$ cat src/rtl/dct2_job_scheduler.sv
// dct2_job_scheduler: round-robin arbiter that sequences 2-D DCT-II jobs as vertical pass, turnaround, horizontal pass, done.
// Ports: clk/reset (sync, active-high); req_valid/req_size/req_ready requester handshake;
// eng_stall engine back-pressure; eng_enable/eng_dir/eng_size/line_idx engine control;
// busy (not idle); done/done_id one-cycle completion pulse with requester index.
module dct2_job_scheduler #(
  parameter int NREQ = 4,
  parameter int TURN_CYCLES = 2
) (
  input  logic                    clk,
  input  logic                    reset,
  input  logic [NREQ-1:0]         req_valid,
  input  logic [2*NREQ-1:0]       req_size,
  output logic [NREQ-1:0]         req_ready,
  input  logic                    eng_stall,
  output logic                    eng_enable,
  output logic                    eng_dir,
  output logic [1:0]              eng_size,
  output logic [4:0]              line_idx,
  output logic                    busy,
  output logic                    done,
  output logic [$clog2(NREQ)-1:0] done_id
);
  localparam int IW = $clog2(NREQ);
  localparam int TW = $clog2(TURN_CYCLES + 1);
  typedef enum logic [2:0] {IDLE, VPASS, TURN, HPASS, DONE} state_t;
  state_t state, state_nx;
  logic [IW-1:0] rr_ptr, id_q, winner;
  logic [1:0] size_q;
  logic [4:0] idx;
  logic [TW-1:0] turn_cnt;
  logic found, last, in_pass;
  // Scan offsets from high to low so the smallest offset from rr_ptr wins.
  always_comb begin
    winner = '0;
    found = 1'b0;
    for (int k = NREQ - 1; k >= 0; k--) begin
      if (req_valid[(int'(rr_ptr) + k) % NREQ]) begin
        winner = IW'((int'(rr_ptr) + k) % NREQ);
        found = 1'b1;
      end
    end
  end
  // T-1 for T = 4 << size is a run of (size+2) ones.
  assign last = idx == (5'h1f >> (2'd3 - size_q));
  assign in_pass = state == VPASS || state == HPASS;
  always_comb begin
    state_nx = state;
    unique case (state)
      IDLE:  state_nx = found ? VPASS : IDLE;
      VPASS: state_nx = (!eng_stall && last) ? TURN : VPASS;
      TURN:  state_nx = turn_cnt == '0 ? HPASS : TURN;
      HPASS: state_nx = (!eng_stall && last) ? DONE : HPASS;
      DONE:  state_nx = IDLE;
      default: state_nx = IDLE;
    endcase
  end
  always_ff @(posedge clk) begin
    if (reset) begin
      state <= IDLE;
      rr_ptr <= '0;
      id_q <= '0;
      size_q <= '0;
      idx <= '0;
      turn_cnt <= '0;
    end else begin
      state <= state_nx;
      if (state == IDLE && found) begin
        size_q <= req_size[2*winner +: 2];
        id_q <= winner;
        idx <= '0;
        rr_ptr <= winner == IW'(NREQ - 1) ? '0 : winner + 1'b1;
      end
      if (in_pass && !eng_stall) idx <= last ? 5'd0 : idx + 5'd1;
      if (state == VPASS) turn_cnt <= TW'(TURN_CYCLES - 1);
      if (state == TURN) turn_cnt <= turn_cnt - 1'b1;
    end
  end
  assign req_ready = (state == IDLE && found) ? {{(NREQ-1){1'b0}}, 1'b1} << winner : '0;
  assign eng_enable = in_pass && !eng_stall;
  assign eng_dir = state == VPASS || state == TURN;
  assign eng_size = size_q;
  assign line_idx = in_pass ? idx : 5'd0;
  assign busy = state != IDLE;
  assign done = state == DONE;
  assign done_id = done ? id_q : '0;
endmodule

$ cat config.mk
export PLATFORM = sky130hd
export DESIGN_NAME = dct2_job_scheduler
export DESIGN_NICKNAME = d
export VERILOG_FILES = /design/src/rtl/dct2_job_scheduler.sv
export SDC_FILE = /design/constraint.sdc
export NUM_CORES = 1
export LEC_CHECK = 0
export ABC_AREA = 1
export BUFFER_PORTS_ARGS = -buffer_cell sky130_fd_sc_hd__buf_2
export CORE_MARGIN = 1
export CORE_UTILIZATION = 35
export DETAILED_ROUTE_END_ITERATION = 10
export SLEW_MARGIN = 30
export SYNTH_ARGS = -nofsm -noshare
export SYNTH_HDL_FRONTEND = slang
export SYNTH_SLANG_ARGS = --single-unit
$ cat constraint.sdc
create_clock -name clk -period 2.5 [get_ports clk]
set_input_delay 0.25 -clock clk [delete_from_list [all_inputs] [get_ports clk]]
set_output_delay 0.25 -clock clk [all_outputs]
set_load 0.05 [all_outputs]
==> out/qor.yml, run 1 <==
status: "complete, no violations"
num_antenna_cells: 0
ys_seq_elements: 16
clock_sinks: 16
swShare: 0.545
r2r-start: "rr_ptr[0]"
path_clk_slew_ps: 90
maxCapViolations: 0
grt_start_max_net_pins: 11
tritoncts: "yes"
htree_levels: 1
dr.first_iter.drc_count: 56
rows: 21
wl_um: 2530
drt_pre_antenna_iters: 4
grt_overflow: 0
reg2reg_slack_ps: 740
hold_class: "input pin to flip-flop"
worstSetupEndpointType: "output port"
max_freq_mhz: 438
min_period_ps: 2280
startpoint: "rr_ptr[0]"
p_total_mw: 1.50
syn_area_um2: 1220
remaining_drc_errors: 0
grtUsageTotal: 0.149
synth_area_leaders: "dfxtp_1, nand2_1, inv_1"
final_nets: 253
path_class: "flip-flop to output port"
gr-max-usage-layer: "met2"
gp_congestion: 0.826
wire_per_inst_um: 9.14
num_vias: 1203
grt_pass1_vias: 1015
grt_setup_unrepaired: "no"
ctsHoldBuffers: 0
drive_gt1_frac: 0.238
fin_hold_ws_ps: 173
yosys_warnings: 0
p_seq_frac: 0.249
syn_inst: 197
fp.dieW_um: 61.1
leakage_nw: 0.760
clk_path_buf_depth: 2
use_met1: 0.208
avgSynthCellArea_um2: 6.21
finalHoldViolCount: 0
core_um2: 3340
finalCritPeriodShare: 0.914
p_int_mw: 0.683
clk_latency_ps: 290
grt_antenna_before_repair: 0
die_area_um2: 3730
synth_cell_types: 26
yosysSeqAreaShare: 0.262
grt_first_pass_wirelength_um: 4170
slew_headroom: 0.805
power_frac_clock: 0.115
slew_violations: 0
skew_ps: 3.48
tightest_slew_ps: 292
area_delta_synth_final_pct: 19.8
io_pins: 32
grtUsageMet2: 0.233
numCtsBuffers: 3
p_sw_mw: 0.817
finalSetupViolCount: 0
holdCritStartpoint: "eng_stall"
viasPerCell: 4.34
arrival_ps: 2030
fin_setup_tns_ps: 0
post-dp-hpwl_um: 2030
combPwrFrac: 0.636
cellPowerDensity_nw_per_um2: 1030
numPortBuffers: 31
die_y_um: 61.1
peakVddDrop_mv: 0.311
synth_top_area_cell: "dfxtp_1"
cp.required_ps: 2250
grtUsageMet3: 0.0252
start_kind: "flip-flop"
crit_fanout: 10
root_buffer: "clkbuf_4"
ant_nets: 0
synth_nets: 218
yosys.area.top_type_share: 0.262
start_util: 0.366
[per-layer routing]
layer	part of all wire	wire length [um]
met2	0.44	1100
met5	0	0
met3	0.043	109
met1	0.51	1300
met4	0.0083	21
[worst max-delay path, cell delays in order, from the launching register on]
cell	delay [ps]
dfxtp_4	440
inv_4	50
nand2_1	90
nand3_1	140
nand2_1	100
nand3_2	90
nand3_2	130
nand2_4	100
inv_1	80
ha_1	140
inv_1	30
nor2_1	90
buf_2	270
[placed cells by master, fill, tap and decap left out]
cell | synthesis | layout
nand2_1 | 42 | 42
inv_1 | 41 | 41
buf_2 | 0 | 31
nor2_1 | 23 | 23
nand3_1 | 15 | 15
dfxtp_1 | 16 | 15
a21oi_1 | 14 | 14
o21ai_0 | 9 | 9
ha_1 | 6 | 6
nor3_1 | 4 | 4
nand2_2 | 3 | 3
nand3b_1 | 3 | 3
nand3_2 | 3 | 3
inv_2 | 3 | 3
clkbuf_4 | 0 | 3
o21ai_1 | 2 | 2
nand2_4 | 2 | 2
inv_4 | 1 | 1
o21ai_2 | 1 | 1
nand4_2 | 1 | 1
nand3_4 | 1 | 1
nor2_2 | 1 | 1
inv_6 | 1 | 1
nor2_4 | 1 | 1
clkinv_1 | 1 | 1
o2111a_1 | 1 | 1
or2_2 | 1 | 1
clkbuf_8 | 0 | 1
dfxtp_4 | 0 | 1
[timing repair]
item / in CTS / in global routing
buffers inserted: 0 / 0
endpoints found under the setup margin: 0 / 4
gates resized for setup: 0 / 2
[logic make-up (layout without fill, tap and decap cells)]
logic type	after synthesis	in the layout	synth area share
and+or+nand+nor	100	100	0.398
buffers and inverters	48	82	0.160
AOI/OAI and AO/OA	27	27	0.119
DFF	16	16	0.262
adders and majority gates	6	6	0.0614
[final timing paths]
check | to | depth (start not counted)
hold reg to reg | turn_cnt[1] | 2
hold / removal | state[2] | 2
setup reg to reg | rr_ptr[1] | 10
setup / recovery | req_ready[0] | 12
[power by group through the flow]
stage          Combinational (mW)  Sequential (mW)  Clock, mW
3_5_place_dp                0.958            0.377          0
6_report                    0.954            0.374      0.173
2_1_floorplan               0.769            0.398          0
4_1_cts                     0.961            0.371      0.178
5_1_grt                      1.07            0.383      0.185
3_3_place_gp                0.966            0.374          0
[flip-flops by register name, indices dropped and copies added, names as in the netlist]
register	cells
eng_size	2
id_q	2
idx	5
rr_ptr	2
state	3
turn_cnt	2
[area by class of cell]
cell class                      count  area (um^2)
Clock buffer                        4         36.3
Inverter                           47          184
Multi-Input combinational cell    133          707
Timing Repair Buffer               31          155
Fill cell                         381         1870
Sequential cell                    16          324
Tap cell                           46         57.6
[synth_stat cells, drive strengths merged]
library cell and n:
o2111a 1, o21ai 12, clkinv 1, buf 1, nor2 25, or2 1, a21oi 14, nor3 4
inv 46, ha 6, nand2 47, nand4 1, nand3b 3, dfxtp 16, nand3 19
[metrics by stage]
| step | cell area (um^2) | cells | setup WS, ps | util |
|---|---|---|---|---|
| 4_1_cts | 1460 | 277 | 2.88 | 0.438 |
| 6_report | 1460 | 277 | 216 | 0.439 |
| 3_3_place_gp | 1420 | 273 | 310 | 0.427 |
| 3_5_place_dp | 1420 | 273 | 335 | 0.427 |
| 2_1_floorplan | 1220 | 197 | 315 | - |
| 5_1_grt | 1460 | 277 | 8.02 | 0.439 |
No activity file was read; power rests on OpenSTA's default activity.
==> inputs of run 2 (changes only) <==
--- a/config.mk
+++ b/config.mk
@@ -7,6 +7,7 @@
 export LEC_CHECK = 0
 export ABC_AREA = 1
 export BUFFER_PORTS_ARGS = -buffer_cell sky130_fd_sc_hd__buf_2
+export CAP_MARGIN = 20
 export CORE_MARGIN = 1
 export CORE_UTILIZATION = 35
 export DETAILED_ROUTE_END_ITERATION = 10
==> constraint.sdc (replaced) <==
create_clock -name clk -period 2.8 [get_ports clk]
set_input_delay 0.28 -clock clk [delete_from_list [all_inputs] [get_ports clk]]
set_output_delay 0.28 -clock clk [all_outputs]
set_load 0.05 [all_outputs]
==> run 2 against run 1 <==
Effect of this change:
- power fell by 14%
- die area unchanged
- clock power decreased by 30%
- register-to-register slack improved by 110 ps
- final area shrank 1.2%
- clock skew increased by 5.7 ps
- sequential share of layout area is essentially flat
- non-clock buffer count unchanged
- sequential power fell by 12%
- critical path depth is the same
- count of clock-buffer cells in the layout is 1 lower
- worst hold slack better by 12 ps
- critical path type unchanged
- largest cell class unchanged
==> out/qor.yml, run 2 (synthesized netlist as in run 1, its figures left out) <==
combPwrFrac: 0.654  # +0.018
grt_setup_unrepaired: "no"
grtUsageMet2: 0.230  # -0.00311
start_util: 0.366  # unchanged
root_buffer: "clkbuf_4"
clk_latency_ps: 290  # about the same
path_clk_slew_ps: 100  # about the same
clk_path_buf_depth: 2  # unchanged
tritoncts: "yes"
grt_start_max_net_pins: 11  # unchanged
gr-max-usage-layer: "met2"
fin_setup_tns_ps: 0  # unchanged
status: "complete, no violations"
numPortBuffers: 31  # unchanged
grtUsageTotal: 0.151  # +0.00213
dr.first_iter.drc_count: 66  # +18%
hold_class: "input pin to flip-flop"
die_area_um2: 3730  # unchanged
max_freq_mhz: 400
grt_pass1_vias: 1006  # -0.89%
arrival_ps: 2220  # +190 ps
place_ws_ps: 607  # +272 ps
nFillCells: 369  # -3.1%
grt_antenna_before_repair: 0  # unchanged
ctsHoldBuffers: 0  # unchanged
mostFrequentLayoutCells: "nand2_1, inv_1, buf_2"
grtUsageMet3: 0.0378  # +0.0126
fin_hold_ws_ps: 185  # +12.2 ps
rows: 21  # unchanged
worstSetupEndpointType: "output port"
postLayoutCoreUtil: 0.433  # -0.00525
grt_overflow: 0  # unchanged
remaining_drc_errors: 0  # unchanged
numCtsBuffers: 3  # unchanged
largest_reg_flops: 5  # unchanged
min_period_ps: 2500
cp.required_ps: 2520  # +270 ps
skew_ps: 9.17  # +5.69 ps
area_delta_synth_final_pct: 18.3
post_cts_buffers: 0  # unchanged
num_antenna_cells: 0  # unchanged
p_int_mw: 0.576  # -16%
post-place-cells: 273  # unchanged
path_class: "flip-flop to output port"
start_kind: "flip-flop"
cellPowerDensity_nw_per_um2: 897  # -12%
htree_levels: 1  # unchanged
drt_pre_antenna_iters: 4  # unchanged
layout_commonest_cell: "nand2_1"
place_area_um2: 1420  # unchanged
slew_headroom: 0.706  # -0.0985
cts_resized: 0  # unchanged
final_nets: 253  # unchanged
setup_slack_ps: 301  # +84.9 ps
tightest_slew_ps: 440  # +148 ps
peakVddDrop_mv: 0.329  # +5.7%
leakage_nw: 0.752  # -1.0%
p_total_mw: 1.30  # -14%
crit_fanout: 10  # unchanged
reg_top3: "idx x5, state x3"
fp.dieW_um: 61.1  # unchanged
p_sw_mw: 0.722  # -12%
core_um2: 3340  # unchanged
slew_violations: 0  # unchanged
wire_per_inst_um: 8.95  # -2.1%
ant_nets: 0  # unchanged
maxCapViolations: 0  # unchanged
clock_sinks: 16  # unchanged
post-dp-hpwl_um: 2010  # -0.76%
finalHoldViolCount: 0  # unchanged
use_met1: 0.204  # -0.00411
gp_congestion: 0.826  # about the same
final-seq-area_um2: 320  # -1.2%
swShare: 0.556  # +0.0116
grt_first_pass_wirelength_um: 4220  # +1.3%
wl_um: 2470  # -2.5%
io_pins: 32  # unchanged
viasPerCell: 4.38  # +0.95%
num_vias: 1210  # +0.58%
drive_gt1_frac: 0.230  # -0.00766
finalCritPeriodShare: 0.893
instances_no_fill: 276  # -0.36%
multiInputGateArea_um2: 707  # unchanged
fin_area_um2: 1450  # -1.2%
die_y_um: 61.1  # unchanged
largest_register: "idx"
power_frac_clock: 0.093  # -0.022
p_seq_frac: 0.253  # +0.004
finalSetupViolCount: 0  # unchanged
==> run 2: critical path, stage by stage, from the launching register on <==
cell and delay (ps):
dfxtp_1 600, nand2_1 160, nand3_1 180, nand2_1 80, nand3_2 80, nand2_2 70
nand2_4 80, nand2_4 90, inv_1 80, ha_1 140, inv_1 30, nor2_1 80
buf_2 270
==> run 2: path summary, 6_finish.rpt <==
path / startpoint / endpoint / slack, ps / cells after the start
setup / recovery: rr_ptr[0] / req_ready[2] / 300 / 12
setup reg to reg: rr_ptr[0] / rr_ptr[1] / 850 / 10
hold reg to reg: turn_cnt[1] / turn_cnt[1] / 460 / 2
hold / removal: eng_stall / state[2] / 190 / 2
==> run 2: layer usage <==
layer  up-vias  wire length [um]
met5         -                 0
met4         0                46
met3         7               112
met2        27              1010
met1       502              1300
li1        674                 -
==> run 2: layout make-up <==
type                       count  share of cell area
multi-input combinational    133               0.489
sequential                    16               0.221
inverter                      47               0.127
timing repair buffer          31               0.107
tap                           46              0.0398
clock buffer                   3              0.0156
==> run 2: power by group through the flow <==
stage	sequential [mW]	combinational [mW]	clock, mW
final	0.328	0.849	0.121
after global routing	0.336	0.959	0.133
after CTS	0.330	0.858	0.128
after detailed placement	0.336	0.854	0
after global placement	0.334	0.863	0
after floorplan	0.355	0.687	0
